==> src/rtl/reg_scoreboard_pkg.sv <==
// Shared CPU constants and scoreboard types: register-file geometry,
// per-register event bundle and its signed net-delta encoding.
package reg_scoreboard_pkg;

  localparam int NREGS      = 32;
  localparam int CNT_W      = 2;
  localparam int REG_IDX_W  = 5;
  localparam int REG_SLOTS  = 1 << REG_IDX_W;
  localparam int INFLIGHT_W = 6;

  typedef logic [REG_IDX_W-1:0] reg_idx_t;

  // -2 .. +1 per cycle per register
  typedef logic signed [2:0] delta_t;

  typedef struct packed {
    logic inc;
    logic wb;
    logic kill;
  } reg_evt_t;

  function automatic delta_t net_delta(input reg_evt_t e);
    delta_t d;
    d = 3'sd0;
    if (e.inc)  d = d + 3'sd1;
    if (e.wb)   d = d - 3'sd1;
    if (e.kill) d = d - 3'sd1;
    return d;
  endfunction

endpackage

==> src/rtl/reg_scoreboard_if.sv <==
// Issue / write-back / kill bus between the issue stage (master) and the
// register scoreboard (slave).
interface reg_scoreboard_if;
  import reg_scoreboard_pkg::*;

  logic                  issue_valid;
  logic                  issue_we;
  reg_idx_t              issue_rd;
  reg_idx_t              rs1;
  reg_idx_t              rs2;
  logic                  rs1_used;
  logic                  rs2_used;
  logic                  wb_valid;
  reg_idx_t              wb_rd;
  logic                  kill_valid;
  reg_idx_t              kill_rd;
  logic                  stall;
  logic                  rs1_busy;
  logic                  rs2_busy;
  logic [INFLIGHT_W-1:0] inflight;
  logic                  err;

  modport master (
    output issue_valid, issue_we, issue_rd, rs1, rs2, rs1_used, rs2_used,
    output wb_valid, wb_rd, kill_valid, kill_rd,
    input  stall, rs1_busy, rs2_busy, inflight, err
  );

  modport slave (
    input  issue_valid, issue_we, issue_rd, rs1, rs2, rs1_used, rs2_used,
    input  wb_valid, wb_rd, kill_valid, kill_rd,
    output stall, rs1_busy, rs2_busy, inflight, err
  );

endinterface

==> src/rtl/reg_scoreboard_sb_counter.sv <==
// Per-register in-flight write counter: applies a signed net delta each
// cycle, clamps at 0 / max, and flags any attempted underflow.
module sb_counter
  import reg_scoreboard_pkg::delta_t;
#(
  parameter int CNT_W = 2
) (
  input  logic             clk,
  input  logic             rst,
  input  delta_t           delta_i,
  output logic [CNT_W-1:0] cnt_d_o,
  output logic             nz_o,
  output logic             full_o,
  output logic             uf_o
);

  localparam int SUM_W = CNT_W + 2;
  localparam logic [CNT_W-1:0] CNT_MAX = {CNT_W{1'b1}};

  logic [CNT_W-1:0]        cnt_q, cnt_d;
  logic signed [SUM_W-1:0] sum;

  always_comb begin
    sum   = $signed({2'b00, cnt_q}) + SUM_W'(delta_i);
    uf_o  = 1'b0;
    cnt_d = sum[CNT_W-1:0];
    if (sum < 0) begin
      cnt_d = '0;
      uf_o  = 1'b1;
    end else if (sum > $signed({2'b00, CNT_MAX})) begin
      // unreachable while the issue stall honours full_o
      cnt_d = CNT_MAX;
    end
  end

  always_ff @(posedge clk or negedge rst) begin
    if (!rst) cnt_q <= '0;
    else      cnt_q <= cnt_d;
  end

  assign cnt_d_o = cnt_d;
  assign nz_o    = |cnt_q;
  assign full_o  = (cnt_q == CNT_MAX);

endmodule

==> src/rtl/reg_scoreboard.sv <==
// Register scoreboard: per-register pending-write counters gate issue on
// RAW hazards and counter saturation; tracks total in-flight writes.
module reg_scoreboard
  import reg_scoreboard_pkg::REG_IDX_W,
         reg_scoreboard_pkg::REG_SLOTS,
         reg_scoreboard_pkg::INFLIGHT_W,
         reg_scoreboard_pkg::delta_t,
         reg_scoreboard_pkg::reg_evt_t,
         reg_scoreboard_pkg::net_delta;
#(
  parameter int NREGS = reg_scoreboard_pkg::NREGS,
  parameter int CNT_W = reg_scoreboard_pkg::CNT_W
) (
  input  logic             clk,
  input  logic             rst,
  reg_scoreboard_if.slave  sb
);

  logic [NREGS-1:0][CNT_W-1:0] cnt_d;
  logic [NREGS-1:0]            nz_v, full_v, uf_v;
  logic [REG_SLOTS-1:0]        nz, full;

  logic                  rs1_busy, rs2_busy, stall, inc_en;
  logic [INFLIGHT_W-1:0] inflight_q, inflight_d;
  logic                  err_q, err_d;

  // widen to the full index space so any 5-bit index is in range
  assign nz   = REG_SLOTS'(nz_v);
  assign full = REG_SLOTS'(full_v);

  // counters are looked up pre-update: a write-back this cycle does not
  // clear busy until the next cycle
  assign rs1_busy = sb.rs1_used && (sb.rs1 != '0) && nz[sb.rs1];
  assign rs2_busy = sb.rs2_used && (sb.rs2 != '0) && nz[sb.rs2];
  assign stall    = sb.issue_valid &&
                    (rs1_busy || rs2_busy ||
                     (sb.issue_we && (sb.issue_rd != '0) && full[sb.issue_rd]));
  assign inc_en   = sb.issue_valid && !stall && sb.issue_we && (sb.issue_rd != '0);

  assign cnt_d[0]  = '0;
  assign nz_v[0]   = 1'b0;
  assign full_v[0] = 1'b0;
  assign uf_v[0]   = 1'b0;

  for (genvar i = 1; i < NREGS; i++) begin : g_reg
    reg_evt_t evt;
    delta_t   delta;

    assign evt.inc  = inc_en        && (sb.issue_rd == REG_IDX_W'(i));
    assign evt.wb   = sb.wb_valid   && (sb.wb_rd    == REG_IDX_W'(i));
    assign evt.kill = sb.kill_valid && (sb.kill_rd  == REG_IDX_W'(i));
    assign delta    = net_delta(evt);

    sb_counter #(.CNT_W(CNT_W)) u_cnt (
      .clk     (clk),
      .rst     (rst),
      .delta_i (delta),
      .cnt_d_o (cnt_d[i]),
      .nz_o    (nz_v[i]),
      .full_o  (full_v[i]),
      .uf_o    (uf_v[i])
    );
  end

  always_comb begin
    inflight_d = '0;
    for (int i = 0; i < NREGS; i++)
      inflight_d = inflight_d + INFLIGHT_W'(cnt_d[i]);
  end

  assign err_d = err_q || (|uf_v);

  always_ff @(posedge clk or negedge rst) begin
    if (!rst) begin
      inflight_q <= '0;
      err_q      <= 1'b0;
    end else begin
      inflight_q <= inflight_d;
      err_q      <= err_d;
    end
  end

  assign sb.stall    = stall;
  assign sb.rs1_busy = rs1_busy;
  assign sb.rs2_busy = rs2_busy;
  assign sb.inflight = inflight_q;
  assign sb.err      = err_q;

endmodule

==> src/flat_wrapper.sv <==
// flat-port wrapper written by rule: the top's interface ports become plain ports
module reg_scoreboard_flat import reg_scoreboard_pkg::REG_IDX_W,
         reg_scoreboard_pkg::REG_SLOTS,
         reg_scoreboard_pkg::INFLIGHT_W,
         reg_scoreboard_pkg::delta_t,
         reg_scoreboard_pkg::reg_evt_t,
         reg_scoreboard_pkg::net_delta;
#(
  parameter int NREGS = reg_scoreboard_pkg::NREGS,
  parameter int CNT_W = reg_scoreboard_pkg::CNT_W
)
  (clk, rst, sb_issue_valid, sb_issue_we, sb_issue_rd, sb_rs1, sb_rs2, sb_rs1_used, sb_rs2_used, sb_wb_valid, sb_wb_rd, sb_kill_valid, sb_kill_rd, sb_stall, sb_rs1_busy, sb_rs2_busy, sb_inflight, sb_err);
  reg_scoreboard_if sb_i ();
  input  logic clk;
  input  logic rst;
  input wire logic [$bits(sb_i.issue_valid)-1:0] sb_issue_valid;
  input wire logic [$bits(sb_i.issue_we)-1:0] sb_issue_we;
  input wire logic [$bits(sb_i.issue_rd)-1:0] sb_issue_rd;
  input wire logic [$bits(sb_i.rs1)-1:0] sb_rs1;
  input wire logic [$bits(sb_i.rs2)-1:0] sb_rs2;
  input wire logic [$bits(sb_i.rs1_used)-1:0] sb_rs1_used;
  input wire logic [$bits(sb_i.rs2_used)-1:0] sb_rs2_used;
  input wire logic [$bits(sb_i.wb_valid)-1:0] sb_wb_valid;
  input wire logic [$bits(sb_i.wb_rd)-1:0] sb_wb_rd;
  input wire logic [$bits(sb_i.kill_valid)-1:0] sb_kill_valid;
  input wire logic [$bits(sb_i.kill_rd)-1:0] sb_kill_rd;
  output wire logic [$bits(sb_i.stall)-1:0] sb_stall;
  output wire logic [$bits(sb_i.rs1_busy)-1:0] sb_rs1_busy;
  output wire logic [$bits(sb_i.rs2_busy)-1:0] sb_rs2_busy;
  output wire logic [$bits(sb_i.inflight)-1:0] sb_inflight;
  output wire logic [$bits(sb_i.err)-1:0] sb_err;
  assign sb_i.issue_valid = sb_issue_valid;
  assign sb_i.issue_we = sb_issue_we;
  assign sb_i.issue_rd = sb_issue_rd;
  assign sb_i.rs1 = sb_rs1;
  assign sb_i.rs2 = sb_rs2;
  assign sb_i.rs1_used = sb_rs1_used;
  assign sb_i.rs2_used = sb_rs2_used;
  assign sb_i.wb_valid = sb_wb_valid;
  assign sb_i.wb_rd = sb_wb_rd;
  assign sb_i.kill_valid = sb_kill_valid;
  assign sb_i.kill_rd = sb_kill_rd;
  assign sb_stall = sb_i.stall;
  assign sb_rs1_busy = sb_i.rs1_busy;
  assign sb_rs2_busy = sb_i.rs2_busy;
  assign sb_inflight = sb_i.inflight;
  assign sb_err = sb_i.err;
  reg_scoreboard #(.NREGS(NREGS), .CNT_W(CNT_W)) u_core (.clk(clk), .rst(rst), .sb(sb_i));
endmodule
==> config.mk <==
export PLATFORM = sky130hd
export DESIGN_NAME = reg_scoreboard_flat
export DESIGN_NICKNAME = d
export VERILOG_FILES = /design/src/rtl/reg_scoreboard_pkg.sv /design/src/rtl/reg_scoreboard_if.sv /design/src/rtl/reg_scoreboard_sb_counter.sv /design/src/rtl/reg_scoreboard.sv /design/src/flat_wrapper.sv
export SDC_FILE = /design/constraint.sdc
export NUM_CORES = 1
export LEC_CHECK = 0
export ABC_AREA = 1
export BUFFER_PORTS_ARGS = -buffer_cell sky130_fd_sc_hd__buf_2
export CORE_UTILIZATION = 60
export DETAILED_ROUTE_END_ITERATION = 10
export PLACE_DENSITY_LB_ADDON = 0.08
export SYNTH_ARGS = -nofsm -noshare
export SYNTH_HDL_FRONTEND = slang
export SYNTH_HIERARCHICAL = 1
export SYNTH_SLANG_ARGS = --single-unit
==> constraint.sdc <==
create_clock -name clk -period 10.5 [get_ports clk]
set_input_delay 2.625 -clock clk [delete_from_list [all_inputs] [get_ports clk]]
set_output_delay 2.625 -clock clk [all_outputs]
set_load 0.05 [all_outputs]
==> qor.yml <==
logic_synthesis:
  async_reset_ff_share_pct: 100
  syn_avg_cell_area_um2: 6.77
  netlist-cell-type-count: 30
  synth_edf_count: 0
  synth.cell_area_um2: 11400
  ys_ff_latch: 69
  ys.flop_type: "dfrtp_1"
  syn_nets: 1933
  seq_area_frac_synth_pct: 15.2
  synth_cells: 1677
  yosys_warnings: 6
setup_path:
  crit_path_end_kind: "flip-flop"
  reg2reg_depth: 38
  critical_path_class: "primary input to flip-flop"
  critPathArrivalTime_ps: 10490
  crit_top_cell: "fa_1"
  critPathMaxStageDelay_ps: 540
  critical_path_required_ps: 10730
  slowest_stage: "fa_1"
  crit_fanout: 14
  cp-start-kind: "primary input"
worst_hold_path:
  min_path_cells: 1
  hold_path_class: "flip-flop to flip-flop"
layout:
  drive_gt1_share_pct: 15.4
  antennaDiodeCount: 0
  layout_common_cells: "402 x inv_1, 387 x nand2_1, 134 x nand3_1, 131 x nor2_1, 125 x ha_1"
  area_growth_syn_to_layout_pct: 13.2
  mostFrequentLayoutCell: "inv_1"
  final_nets: 2040
  num-fill-cells: 1621
timing:
  max_freq_mhz: 97.5
  post-route-min-period_ps: 10250
  whs_ps: 484
  finalCritPeriodShare_pct: 97.7
  hold_viol: 0
  slew_headroom_pct: 20.3
  skew_ps: 6.38
  slew_violations: 0
  worst_pin_slew_ps: 1180
  setup_viol: 0
global_routing:
  gr-total-overflow: 0
  antenna_found_initial: 0
  grt_pass1_wl_um: 52400
  grt_pass1_vias: 10144
  grt_max_degree: 46
  grt_usage_pct: 35.5
flow_run:
  max-cap-violations: 0
cts:
  htreeDepth: 3
  clk_path_buf_depth: 2
  postCtsHoldBufs: 0
  cts.root.buffer_cell: "clkbuf_16"
  cts_tree: "yes"
  cts_buffers: 9
  clock_latency_ps: 350
  clk_pin_slew_ps: 60
  clock-sinks: 69
placed_design:
  portBuffers: 42
  finalWeightedCongestion: 0.980
  hpwlAfterDp_um: 27200
route:
  wire_per_inst_um: 16.3
  dr_total_vias: 10531
  post-route-drc-count: 0
  antenna_left: 0
  drt_wl_total_um: 33000
  drt_iter0_drc: 899
  viasPerCell: 5.22
  drtPass1Iterations: 6
floorplanning:
  dieHeight_um: 140
  coreArea_um2: 18300
  fp-row-count: 49
  initial_core_util_pct: 62.1
  dieArea_um2: 19500
  die_x_um: 140
  io_pins: 43
status:
  status: "finished clean"
==> through the flow <==
step / util (%) / cell area (µm²) / TNS [ps] / worst slack (ps) / instances
2_1_floorplan: - / 11400 / 0 / 199 / 1677
3_3_place_gp: 67.3 / 12300 / -133 / -77.1 / 1995
3_5_place_dp: 67.3 / 12300 / -271 / -149 / 1995
4_1_cts: 69.1 / 12600 / 0 / 164 / 2011
5_1_grt: 70.3 / 12800 / -39.3 / -39.3 / 2018
6_report: 70.3 / 12800 / 0 / 246 / 2018
==> worst paths after layout <==
check	end	startpoint	slack, ps
max in group asynchronous	u_core/g_reg[25].u_cnt/cnt_q[1]$_DFF_PN0_	rst	7340
min in group asynchronous	u_core/g_reg[15].u_cnt/cnt_q[1]$_DFF_PN0_	rst	2190
setup / recovery	u_core/sb.inflight[5]$_DFF_PN0_	sb_rs2[0]	250
hold reg to reg	u_core/sb.err$_DFF_PN0_	u_core/sb.err$_DFF_PN0_	480
setup reg to reg	u_core/sb.inflight[5]$_DFF_PN0_	u_core/g_reg[19].u_cnt/cnt_q[1]$_DFF_PN0_	2090
hold / removal	u_core/sb.err$_DFF_PN0_	u_core/sb.err$_DFF_PN0_	480
==> state kept, by name, summed over array words and instances, names as in the netlist <==
register and cells:
u_core/g.u_cnt/cnt_q 62, u_core/sb.err 1, u_core/sb.inflight 6
==> critical path, delay by kind of cell <==
kind,cells,cell delay (ps)
AO/OA/AOI/OAI,1,90
XOR/XNOR,2,380
adder cells (fa/ha/maj),12,5040
buffers and inverters,10,1230
AND/OR/NAND/NOR,11,1120
==> cell families (layout without fill, tap and decap cells) <==
logic type / count (synthesis) / after routing / share of synthesized area [%]
flops: 69 / 69 / 15.2
simple gates: 787 / 787 / 31.6
xor+xnor: 38 / 38 / 2.93
buf+inv: 498 / 610 / 16.8
fa+ha+maj: 223 / 223 / 30.4
compound gates: 62 / 62 / 3.03
==> metal layers <==
metal / global-route usage, % / vias up / routed length, µm
met5: 0 / - / 0
li1: - / 5133 / -
met2: 58.2 / 438 / 15000
met4: 13.2 / 0 / 1240
met1: 48.5 / 4884 / 14200
met3: 3.92 / 76 / 2500
==> cells in the mapped netlist (33+ instances only) <==
master / n / area share (%)
dfrtp_1: 69 / 15
inv_1: 406 / 13
inv_2: 33 / 1.1
ha_1: 135 / 15
nand2_1: 388 / 13
fa_1: 88 / 16
clkinv_1: 34 / 1.1
nor2_1: 138 / 4.6
o21ai_0: 36 / 1.6
nand3_1: 134 / 5.9
xor2_1: 35 / 2.7
==> cell type report <==
cell class | count | area (µm²) | share of cell area (%)
repair buffers | 121 | 881 | 6.85
inverters | 473 | 1780 | 13.9
multi-input cells | 1110 | 7840 | 61.0
clock inverters | 5 | 81.3 | 0.633
clock buffers | 11 | 253 | 1.97
flip-flops and latches | 69 | 1730 | 13.4
well taps | 229 | 287 | 2.23
==> timing repair <==
| item | CTS | global route |
|---|---|---|
| buffers inserted | 0 | 5 |
| gates resized for setup | 0 | 39 |
| setup endpoints to repair | 0 | 4 |
Power is not shown: default switching activity piles up to over one toggle a cycle in this logic, so the estimate is an artifact.
